[config.mk]
export PLATFORM = sky130hd
export DESIGN_NAME = lsu_arb
export DESIGN_NICKNAME = d
export VERILOG_FILES = /design/src/rtl/procyon_types.sv /design/src/rtl/lsu_arb_starve.sv /design/src/rtl/lsu_arb.sv
export SDC_FILE = /design/constraint.sdc
export NUM_CORES = 1
export LEC_CHECK = 0
export ABC_AREA = 0
export BUFFER_PORTS_ARGS = -buffer_cell sky130_fd_sc_hd__buf_2
export CORE_MARGIN = 4
export CORE_UTILIZATION = 43
export CTS_CLUSTER_DIAMETER = 150
export DETAILED_ROUTE_END_ITERATION = 12
export GPL_TIMING_DRIVEN = 0
export PLACE_DENSITY = 0.87
export SLEW_MARGIN = 5
export SYNTH_ARGS = -nofsm -noshare
export SYNTH_HDL_FRONTEND = slang
export SYNTH_HIERARCHICAL = 1
export SYNTH_SLANG_ARGS = --single-unit
[constraint.sdc]
create_clock -name clk -period 2.7 [get_ports clk]
set_input_delay 0.27 -clock clk [delete_from_list [all_inputs] [get_ports clk]]
set_output_delay 0.27 -clock clk [all_outputs]
set_load 0.02 [all_outputs]
[src/rtl/procyon_types.sv]
// Shared LSU types: address/tag/function/LQ-select fields, arbitration source encoding.
package procyon_types;

    localparam int unsigned ADDR_W     = 32;
    localparam int unsigned TAG_W      = 6;
    localparam int unsigned LSU_FUNC_W = 4;
    localparam int unsigned LQ_DEPTH   = 8;

    typedef logic [ADDR_W-1:0]     procyon_addr_t;
    typedef logic [TAG_W-1:0]      procyon_tag_t;
    typedef logic [LSU_FUNC_W-1:0] procyon_lsu_func_t;
    typedef logic [LQ_DEPTH-1:0]   procyon_lq_select_t;

    typedef enum logic [1:0] {
        LSU_SRC_NONE   = 2'd0,
        LSU_SRC_RETIRE = 2'd1,
        LSU_SRC_REPLAY = 2'd2,
        LSU_SRC_NEW    = 2'd3
    } lsu_src_t;

    typedef struct packed {
        procyon_addr_t      addr;
        procyon_tag_t       tag;
        procyon_lsu_func_t  lsu_func;
        procyon_lq_select_t lq_select;
    } lsu_op_t;

endpackage

[src/rtl/lsu_arb_starve.sv]
// Counts consecutive cycles a pending new op loses arbitration; flags override at the limit.
module lsu_arb_starve #(
    parameter int unsigned STARVE_LIMIT = 4
) (
    input  logic clk,
    input  logic rst,
    input  logic i_flush,
    input  logic i_ex_stall,
    input  logic i_new_valid,
    input  logic i_new_grant,
    output logic o_override
);

    localparam int unsigned CNT_W = $clog2(STARVE_LIMIT + 1);
    localparam logic [CNT_W-1:0] CNT_MAX = CNT_W'(STARVE_LIMIT);

    logic [CNT_W-1:0] starve_cnt;

    // Stalled cycles neither count as losses nor reset the streak.
    always_ff @(posedge clk or posedge rst) begin
        if (rst) begin
            starve_cnt <= '0;
        end else if (i_flush || !i_new_valid || i_new_grant) begin
            starve_cnt <= '0;
        end else if (!i_ex_stall && (starve_cnt != CNT_MAX)) begin
            starve_cnt <= starve_cnt + CNT_W'(1);
        end
    end

    assign o_override = (starve_cnt == CNT_MAX);

endmodule

[src/rtl/lsu_arb.sv]
// LSU front-end arbiter: picks one of retire/replay/new per cycle and registers it into LSU_EX.
module lsu_arb
    import procyon_types::*;
#(
    parameter int unsigned STARVE_LIMIT = 4
) (
    input  logic               clk,
    input  logic               rst,
    input  logic               i_flush,
    input  logic               i_ex_stall,

    input  logic               i_retire_valid,
    input  procyon_addr_t      i_retire_addr,
    input  procyon_tag_t       i_retire_tag,
    input  procyon_lsu_func_t  i_retire_lsu_func,
    output logic               o_retire_stall,

    input  logic               i_replay_valid,
    input  procyon_addr_t      i_replay_addr,
    input  procyon_tag_t       i_replay_tag,
    input  procyon_lsu_func_t  i_replay_lsu_func,
    input  procyon_lq_select_t i_replay_lq_select,
    output logic               o_replay_stall,

    input  logic               i_new_valid,
    input  procyon_addr_t      i_new_addr,
    input  procyon_tag_t       i_new_tag,
    input  procyon_lsu_func_t  i_new_lsu_func,
    input  procyon_lq_select_t i_new_lq_select,
    output logic               o_new_stall,

    output logic               o_ex_valid,
    output lsu_src_t           o_ex_src,
    output procyon_addr_t      o_ex_addr,
    output procyon_tag_t       o_ex_tag,
    output procyon_lsu_func_t  o_ex_lsu_func,
    output procyon_lq_select_t o_ex_lq_select
);

    logic     arb_en;
    logic     starve_override;
    logic     retire_gnt;
    logic     replay_gnt;
    logic     new_gnt;
    lsu_src_t win_src;
    lsu_op_t  win_op;
    lsu_op_t  ex_op;

    lsu_arb_starve #(
        .STARVE_LIMIT (STARVE_LIMIT)
    ) u_starve (
        .clk         (clk),
        .rst         (rst),
        .i_flush     (i_flush),
        .i_ex_stall  (i_ex_stall),
        .i_new_valid (i_new_valid),
        .i_new_grant (new_gnt),
        .o_override  (starve_override)
    );

    // Retire always wins; a starved new op jumps ahead of replay; flush kills replay/new.
    assign arb_en     = !rst && !i_ex_stall;
    assign retire_gnt = arb_en && i_retire_valid;
    assign replay_gnt = arb_en && !i_flush && !i_retire_valid && i_replay_valid
                        && !(starve_override && i_new_valid);
    assign new_gnt    = arb_en && !i_flush && !i_retire_valid && i_new_valid
                        && (starve_override || !i_replay_valid);

    assign o_retire_stall = i_retire_valid && !retire_gnt;
    assign o_replay_stall = i_replay_valid && !replay_gnt;
    assign o_new_stall    = i_new_valid && !new_gnt;

    always_comb begin
        win_src = LSU_SRC_NONE;
        win_op  = '0;
        if (retire_gnt) begin
            win_src = LSU_SRC_RETIRE;
            win_op  = '{addr: i_retire_addr, tag: i_retire_tag,
                        lsu_func: i_retire_lsu_func, lq_select: '0};
        end else if (replay_gnt) begin
            win_src = LSU_SRC_REPLAY;
            win_op  = '{addr: i_replay_addr, tag: i_replay_tag,
                        lsu_func: i_replay_lsu_func, lq_select: i_replay_lq_select};
        end else if (new_gnt) begin
            win_src = LSU_SRC_NEW;
            win_op  = '{addr: i_new_addr, tag: i_new_tag,
                        lsu_func: i_new_lsu_func, lq_select: i_new_lq_select};
        end
    end

    // While LSU_EX stalls the held op survives, except a non-retire op hit by flush.
    always_ff @(posedge clk or posedge rst) begin
        if (rst) begin
            o_ex_valid <= 1'b0;
            o_ex_src   <= LSU_SRC_NONE;
            ex_op      <= '0;
        end else if (i_ex_stall) begin
            if (i_flush && (o_ex_src != LSU_SRC_RETIRE)) begin
                o_ex_valid <= 1'b0;
                o_ex_src   <= LSU_SRC_NONE;
            end
        end else begin
            o_ex_valid <= (win_src != LSU_SRC_NONE);
            o_ex_src   <= win_src;
            if (win_src != LSU_SRC_NONE) begin
                ex_op <= win_op;
            end
        end
    end

    assign o_ex_addr      = ex_op.addr;
    assign o_ex_tag       = ex_op.tag;
    assign o_ex_lsu_func  = ex_op.lsu_func;
    assign o_ex_lq_select = ex_op.lq_select;

endmodule

# [After elaboration in Yosys (flattened, before gate mapping)]
# Index checks and enable logic that the tools add are counted.
[classes] n_addsub=1 eq_ne=4 muxes=12 bitwise=1 n_reduce_logical=30
[ops] cell="$mux W50" count=3
[ops] cell="$logic_and A1 B1 Y1" count=14
[ops] cell="$logic_not A1 Y1" count=10
[ops] cell="$mux W2" count=5
[ops] cell="$mux W3" count=2
[ops] cell="$ne A2 B1 Y1 const B" count=2
[ops] cell="$reduce_bool A2 Y1" count=2
[ops] cell="$add A3 B1 Y3 const B" count=1
[ops] cell="$eq A3 B3 Y1 const B" count=1
[ops] cell="$logic_or A1 B1 Y1" count=3
[ops] cell="$ne A3 B3 Y1 const B" count=1
[ops] cell="$mux W1" count=2
[ops] cell="$reduce_and A2 Y1" count=1
[ops] cell="$not A1 Y1" count=1
[word_totals] regBits=56 in_bits=149 out_inout_bits=56 word_cells=55

# [Depth between registers and ports, before layout]
# Gate-level depths: netlist of the first run.
[depth] ltp_word=11 mapped_depth=9

# [Modules after synthesis]
# Netlist of the first run, hierarchy kept.
[by_module_without_submodules] module="lsu_arb" instances=1 cells_each=254 area_per_inst_um2=2906.5 seq_area_each_um2=1326.3
[by_module_without_submodules] module="lsu_arb_starve" instances=1 cells_each=20 area_per_inst_um2=224.0 seq_area_each_um2=75.1

# [Worst setup path before layout of the first run]
# OpenSTA, ideal clock, no wires.
[synth_path] path_kind="register to output" from="register u_starve.starve_cnt[0]" to="output o_new_stall" arrival_ns=1.710 t_required_ns=2.430 slack_ns=0.720 path_stages_with_launch=9 path_buffers=2 cell_sequence="dfrtp_1 -> inv_1 -> ha_1 -> and2_1 -> nand2b_1 -> buf_2 -> and3_1 -> buf_2 -> nor2b_1"
[synth_via] elab_chain_len=5
[synth_rtl] item="start: declaration" line="lsu_arb_starve.sv:17" rtl="logic [CNT_W-1:0] starve_cnt;"
[synth_rtl] item="start signal: assignment" line="lsu_arb_starve.sv:26" rtl="starve_cnt <= starve_cnt + CNT_W'(1);"
[synth_rtl] item="$eq A3 B3 Y1" line="lsu_arb_starve.sv:30" rtl="assign o_override = (starve_cnt == CNT_MAX);"
[synth_rtl] item="named net starve_override" line="lsu_arb.sv:41" rtl="logic starve_override;"
[synth_rtl] item="$logic_or A1 B1 Y1" line="lsu_arb.sv:67" rtl="&& (starve_override || !i_replay_valid);"
[synth_rtl] item="$logic_and A1 B1 Y1" line="lsu_arb.sv:67"
[synth_rtl] item="named net new_gnt" line="lsu_arb.sv:44" rtl="logic new_gnt;"
[synth_rtl] item="$logic_not A1 Y1" line="lsu_arb.sv:71" rtl="assign o_new_stall = i_new_valid && !new_gnt;"
[synth_rtl] item="$logic_and A1 B1 Y1" line="lsu_arb.sv:71"
[synth_rtl] item="end: declaration" line="lsu_arb.sv:30" rtl="output logic o_new_stall,"
# The timed path passes the listed nets, and every way through them passes these cells.

# [Worst setup path in the final report of the first run]
# Ends and elaborated chain as after synthesis.

==> results of run 1 <==
## report_power, final
part | internal (W) | total (W) | switching (W)
Sequential | 0.000964 | 0.00104 | 0.0000785
Combinational | 0.000336 | 0.000756 | 0.000419
Clock | 0.000187 | 0.000479 | 0.000292
## kinds of logic after synthesis
family,Yosys count,share of synthesized area
fa+ha+maj,2,0.007992
simple gates,71,0.1483
buf+inv,41,0.06834
flops,56,0.4476
mux,2,0.007194
compound gates,102,0.3205
## per-stage QoR
stage / instance area [sq um] / util / instances
final: 4393 / 0.6326 / 584
after global routing: 4393 / 0.6326 / 584
after CTS: 4393 / 0.6326 / 584
after detailed placement: 4292 / 0.6180 / 575
after global placement: 4272 / 0.6151 / 574
after floorplan: 3131 / - / 274
## state kept, by name, indices dropped and copies added (netlist names)
name,cells
o_ex_addr,32
o_ex_lq_select,8
o_ex_lsu_func,4
o_ex_src,2
o_ex_tag,6
o_ex_valid,1
u_starve/starve_cnt,3
## routing by layer
metal / vias to the layer above / wire length (um) / track usage
met1: 1675 / 4389 / 0.3203
met5: - / 7 / 0
li1: 1576 / - / -
met4: 2 / 273 / 0.08303
met2: 200 / 5886 / 0.4425
met3: 27 / 1119 / 0.05310
## worst max-delay path, delay by kind of cell (launching register included)
kind                     cells  cell delay, ns
AND/OR/NAND/NOR              4            0.64
buffers and inverters        4            0.63
flip-flops                   1            0.42
adder cells (fa/ha/maj)      1            0.21
## worst max path at each step
stage	from	to	slack (ns)	depth (start not counted)
final	u_starve/starve_cnt[0]$_DFFE_PP0P_	o_new_stall	0.21	9
after global routing	u_starve/starve_cnt[0]$_DFFE_PP0P_	o_new_stall	0.04	9
after CTS	u_starve/starve_cnt[0]$_DFFE_PP0P_	o_new_stall	0.22	9
after detailed placement	u_starve/starve_cnt[0]$_DFFE_PP0P_	o_ex_addr[21]$_DFFE_PP0P_	0.49	7
after global placement	rst	o_ex_addr[1]$_DFFE_PP0P_	0.42	2
after floorplan	u_starve/starve_cnt[0]$_DFFE_PP0P_	o_new_stall	0.72	8
## synthesized netlist by cell type
master / n
nor4bb_1: 1
nor3b_1: 1
nand2_1: 5
ha_1: 2
a32o_1: 42
nor2_4: 1
o21a_1: 1
nor4_1: 1
and4bb_1: 2
o311ai_2: 1
a32oi_1: 1
o21bai_1: 1
o21ai_0: 1
nand4b_1: 1
nand2b_1: 2
dfrtp_1: 56
buf_4: 5
a21boi_1: 1
inv_1: 5
and2_1: 1
nand4bb_1: 1
a221o_1: 50
a21oi_1: 1
mux2_2: 2
buf_1: 1
buf_6: 4
nor4b_1: 1
a21boi_0: 2
and3_1: 51
o211a_1: 1
clkbuf_1: 17
nor2b_1: 3
buf_2: 9
## cells in the final DEF (no fill, tap or decap), types with 2 or more instances in the layout
master / netlist / final
nand2b_1: 2 / 2
and4bb_1: 2 / 2
buf_6: 4 / 4
nand2_1: 5 / 5
clkbuf_1: 17 / 17
ha_1: 2 / 2
a21boi_0: 2 / 2
buf_4: 5 / 5
buf_2: 9 / 213
mux2_2: 2 / 2
inv_1: 5 / 4
and3_1: 51 / 51
clkbuf_8: 0 / 5
dfrtp_1: 56 / 56
nor2b_1: 3 / 3
a32o_1: 42 / 42
a221o_1: 50 / 50
## area by class of cell
class                           instances  area (sq um)  share of cell area
Buffer                                 36         195.2             0.04443
Clock buffer                            5         68.82             0.01567
Clock inverter                          3         22.52            0.005127
Inverter                                5         18.77            0.004272
Multi-Input combinational cell        177          1515              0.3449
Sequential cell                        56          1401              0.3190
Tap cell                               96         120.1             0.02734
Timing Repair Buffer                  206          1051              0.2392
## timing repair
| item | 4_1_cts | 5_1_grt |
|---|---|---|
| endpoints found under the hold margin | 11 | 0 |
| endpoints found under the setup margin | 0 | 0 |
| setup buffers | 0 | 0 |
| hold buffers | 1 | 0 |
==> flow_summary.json, run 1 <==
{
  "finalCriticalPeriod_ns": 2.486,
  "dieArea_sq_um": 8710,
  "worst_hold_path_type": "input port to flop",
  "vias": 3480,
  "drc": 0,
  "synth.area.top_cells": "dfrtp_1, a221o_1, a32o_1",
  "antenna_left": 0,
  "worstPathCellList": "inv_1 > ha_1 > and2_1 > nand2b_1 > buf_2 > and3_1 > buf_2 > nor2b_1 > buf_2",
  "synthToLayoutAreaGrowth_pct": 40.33,
  "rows": 30,
  "drt_first_pass_iters": 5,
  "hold_violations": 0,
  "num-fill-cells": 610,
  "cts-root-buf": "clkbuf_8",
  "cts_tree": "done",
  "place_congestion": 0.8183,
  "grt_max_degree": 36,
  "wl_per_cell_um": 19.99,
  "grt_pass1_vias": 3529,
  "synth_area_sq_um": 3131,
  "power_density_nw_per_um2": 518.2,
  "ff2ff_setup_slack_ns": 0.48,
  "total_power_w": 0.002277,
  "synth_fp_nets": 425,
  "clockBufferDepth": 2,
  "coreArea_sq_um": 6944,
  "clock.fmax_ghz": 0.4023,
  "timing.hold.ws_ns": 0.1857,
  "routed_wl_um": 11680,
  "grt.overflow.total": 0,
  "slew_viol_final": 0,
  "grt_pass1_wl_um": 17750,
  "critPathSlowestCell": "dfrtp_1",
  "ctsHtreeMaxLevel": 2,
  "finalSetupViolCount": 0,
  "min_from": "i_new_lq_select[5]",
  "clk_latency_ns": 0.31,
  "critPathCaptureType": "output port",
  "pre_cts_ws_ns": 0.4903,
  "run_status": "finished clean",
  "ys_seq_area_frac": 0.4476,
  "drt_iter0_markers": 177,
  "die_w_um": 93.33,
  "fin_worst_skew_ns": 0.009792,
  "clk_pin_slew_ns": 0.11,
  "hold_end": "o_ex_lq_select[5]$_DFFE_PP0P_",
  "irDropWorstVdd_uv": 229.9,
  "maxSlewHeadroom": 0.6267,
  "antenna_found_initial": 1,
  "timing.rr.start": "u_starve/starve_cnt[0]$_DFFE_PP0P_",
  "dp_hpwl_um": 8937,
  "yosysUniqueCellTypes": 33,
  "worstReg2RegEnd": "u_starve/starve_cnt[1]$_DFFE_PP0P_",
  "yosys_warnings": 6,
  "path_common_cell": "buf_2",
  "worst-path-max-fanout": 14,
  "fin_ws_ns": 0.2143,
  "reg2regPathDepth": 9,
  "initial_utilization": 0.4508,
  "nNetsFinal": 638,
  "cts_sinks": 56,
  "fin_crit_sh": 0.9206,
  "numCtsBuffers": 5,
  "die_y_um": 93.33,
  "worstMarginPinSlew_ns": 0.5600,
  "synth_top_area_share": 0.4476,
  "postCtsResizedCells": 0,
  "syn_avg_cell_area_sq_um": 11.43,
  "crit_arrival_ns": 2.22,
  "ys_ff_latch": 56,
  "io_pins": 205,
  "crit_path_start_kind": "flop",
  "syn_inst": 274,
  "required_ns": 2.43,
  "via_per_inst": 5.959,
  "rsz0062_at_grt": "no",
  "critical_path.max_stage_delay_ns": 0.42,
  "grt_usage": 0.2568,
  "hold_depth": 2,
  "port_buffers": 204,
  "leakage_nw": 2.411,
  "layout-drive-gt1-share": 0.4836,
  "critPathKind": "flop to output port",
  "synth_top_area_cell": "dfrtp_1",
  "maxCapViolCount": 0,
  "antenna_cells": 0,
  "setup_tns_ns": 0
}
Power figures use the tool's default switching activity.
==> run 2: changes to the inputs <==
Settings changed: ABC_AREA 0 to 1, CORE_UTILIZATION 43 to 44, PLACE_DENSITY 0.87 to 0.86.
==> run 2 against run 1 <==
Against the previous run: clock skew shrank 0.0022 ns; count of clock-buffer cells in the layout grew 3; synthesized cell count grew 92%; setup slack gained 0.29 ns; utilization is essentially flat; register-to-register slack gained 0.14 ns; global-route usage shrank 2.5 points; critical path type unchanged; worst hold slack gained 0.056 ns; critical endpoint is now o_replay_stall; critical path depth grew 1; fmax grew 13%; final area grew 6.7%; final cell count grew 44%.
==> flow_summary.json, run 2 <==
{
  "fin_crit_sh": 0.8148,
  "timing.hold.ws_ns": 0.2418,
  "clock.fmax_ghz": 0.4546,
  "critical_path.max_stage_delay_ns": 0.42,
  "synth_compound_area_frac": 0.004020,
  "synth_fa_ha_area_frac": 0.007310,
  "rsz0062_at_grt": "no",
  "grt.overflow.total": 0,
  "rows": 31,
  "antenna_found_initial": 1,
  "numCtsBuffers": 5,
  "crit_path_start_kind": "flop",
  "yosys.cell_count.top_type": "nand2_1",
  "die_y_um": 96.21,
  "synthToLayoutAreaGrowth_pct": 36.95,
  "vias": 4044,
  "power_density_nw_per_um2": 478.7,
  "yosys.area_share.simple": 0.4627,
  "required_ns": 2.43,
  "cts_tree": "done",
  "synth_top_area_share": 0.4094,
  "largest_register_ffs": 32,
  "drt_iter0_markers": 131,
  "worstMarginPinSlew_ns": 0.5687,
  "hold_violations": 0,
  "worst_hold_path_type": "input port to flop",
  "yosys_most_used_dff": "dfrtp_1",
  "io_pins": 205,
  "worstPathCellList": "inv_1 > ha_1 > nand2_2 > inv_1 > nand2_1 > nand2_1 > nor2_8 > buf_4 > nor2_1 > buf_2",
  "critPathKind": "flop to output port",
  "ys_ff_latch": 56,
  "slew_viol_final": 0,
  "worstReg2RegEnd": "o_ex_addr[11]$_DFFE_PP0P_",
  "layout_common_cells": "buf_2, nand2_1, nand3_1",
  "p_int_w": 0.001460,
  "placed_area_sq_um": 4588,
  "pre_cts_ws_ns": 0.6178,
  "synth.area.top_cells": "dfrtp_1, nand2_1, nand3_1",
  "grt_usage": 0.2321,
  "async_flop_share": 1.000,
  "drt_first_pass_iters": 6,
  "synth_top_area_cell": "dfrtp_1",
  "port_buffers": 204,
  "hold_end": "o_ex_lq_select[4]$_DFFE_PP0P_",
  "synth_top_family_by_area": "simple AND/OR/NAND/NOR gates",
  "grt_pass1_wl_um": 16900,
  "muxShareOfSynthArea": 0,
  "die_w_um": 96.21,
  "wl_per_cell_um": 13.30,
  "syn_avg_cell_area_sq_um": 6.496,
  "antenna_cells": 0,
  "num-fill-cells": 700,
  "dieArea_sq_um": 9255,
  "ctsHtreeMaxLevel": 2,
  "synth-xor-area-share": 0,
  "yosysUniqueCellTypes": 19,
  "nNetsFinal": 891,
  "crit_arrival_ns": 1.93,
  "power.share.clock": 0.210,
  "setup_tns_ns": 0,
  "grt_max_degree": 29,
  "cts_sinks": 56,
  "finalSetupViolCount": 0,
  "switching_power_w": 0.0007843,
  "critPathSlowestCell": "dfrtp_1",
  "syn_inst": 527,
  "grt_pass1_vias": 3861,
  "clockBufferDepth": 2,
  "synth_fp_nets": 678,
  "irDropWorstVdd_uv": 259.5,
  "leakage_nw": 3.037,
  "yosys_warnings": 6,
  "initial_utilization": 0.4621,
  "routed_wl_um": 11170,
  "cts-root-buf": "clkbuf_8",
  "combPwrFrac": 0.321,
  "synth_edf_count": 0,
  "synth_common_cells": "nand2_1, nand3_1, nor2_1",
  "clk_latency_ns": 0.30,
  "layout-drive-gt1-share": 0.3320,
  "clk_pin_slew_ns": 0.10,
  "maxSlewHeadroom": 0.6203,
  "antenna_left": 0,
  "fin_ws_ns": 0.5002,
  "worst-path-max-fanout": 10,
  "run_status": "finished clean",
  "drc": 0,
  "synth_area_sq_um": 3423,
  "ff2ff_setup_slack_ns": 0.62,
  "critPathCaptureType": "output port",
  "final_common_cell": "buf_2",
  "timing.rr.start": "u_starve/starve_cnt[0]$_DFFE_PP0P_",
  "postCtsResizedCells": 0,
  "hold_depth": 5,
  "maxCapViolCount": 0,
  "p_sw_frac": 0.3495,
  "coreArea_sq_um": 7408,
  "utilization": 0.6328,
  "reg2regPathDepth": 11,
  "fin_worst_skew_ns": 0.007581,
  "finalCriticalPeriod_ns": 2.200,
  "place_congestion": 0.7847,
  "min_from": "i_new_lq_select[4]",
  "dp_hpwl_um": 8944,
  "ys_seq_area_frac": 0.4094,
  "p_seq_frac": 0.468,
  "via_per_inst": 4.814,
  "fin_area_sq_um": 4688
}
## run 2: critical path, delay by kind of cell (launching register included)
kind / cells / cell delay, ns
AND/OR/NAND/NOR: 5 / 0.51
buffers and inverters: 4 / 0.48
adder cells (fa/ha/maj): 1 / 0.22
flip-flops: 1 / 0.42
## run 2: area by class of cell
type                    instances  area [sq um]  area share
flip-flops and latches         56          1401      0.2989
plain buffers                  29         155.1     0.03309
well taps                      99         123.9     0.02642
clock buffers                   8         90.09     0.01922
multi-input cells             377          1623      0.3461
repair buffers                206          1051      0.2242
inverters                      65         244.0     0.05204
## run 2: power groups by stage
stage / registers (W) / logic, W / clock network (W)
after floorplan: 0.00123 / 0.000222 / 0
after global placement: 0.00106 / 0.000703 / 0
after detailed placement: 0.00106 / 0.000725 / 0
after CTS: 0.00105 / 0.000727 / 0.000491
after global routing: 0.00107 / 0.000792 / 0.000524
final: 0.00105 / 0.000721 / 0.000472
## run 2: worst max path at each step
stage | cells past startpoint | slack (ns) | startpoint | end
floorplan | 10 | 0.99 | u_starve/starve_cnt[0]$_DFFE_PP0P_ | o_new_stall
finish | 10 | 0.50 | u_starve/starve_cnt[0]$_DFFE_PP0P_ | o_replay_stall
global placement | 2 | 0.49 | rst | o_ex_lsu_func[1]$_DFFE_PP0P_
CTS | 10 | 0.49 | u_starve/starve_cnt[0]$_DFFE_PP0P_ | o_replay_stall
global route | 10 | 0.38 | u_starve/starve_cnt[0]$_DFFE_PP0P_ | o_replay_stall
detailed placement | 11 | 0.62 | u_starve/starve_cnt[0]$_DFFE_PP0P_ | o_ex_addr[11]$_DFFE_PP0P_
## run 2: cells by family (layout without fill, tap and decap cells)
logic type	Yosys count	after routing
AO/OA/AOI/OAI	2	2
adder cells (fa/ha/maj)	2	2
buffers and inverters	94	308
flip-flops	56	56
AND/OR/NAND/NOR	373	373
## run 2: what timing repair did
action,4_1_cts,5_1_grt
hold buffers,1,0
setup buffers,0,0
endpoints found under the hold margin,3,0
## run 2: per-layer routing
metal / up-vias / global-route usage / part of all wire
met5: - / 0 / 0.0012
met4: 2 / 0.06398 / 0.022
met3: 25 / 0.05551 / 0.098
met2: 165 / 0.4347 / 0.51
met1: 1832 / 0.2590 / 0.37
li1: 2020 / - / -
## run 2: stage by stage
stage          cells  total power, W
6_report         840        0.002244
3_5_place_dp     831        0.001790
2_1_floorplan    527        0.001456
4_1_cts          840        0.002268
3_3_place_gp     830        0.001760
5_1_grt          840        0.002383
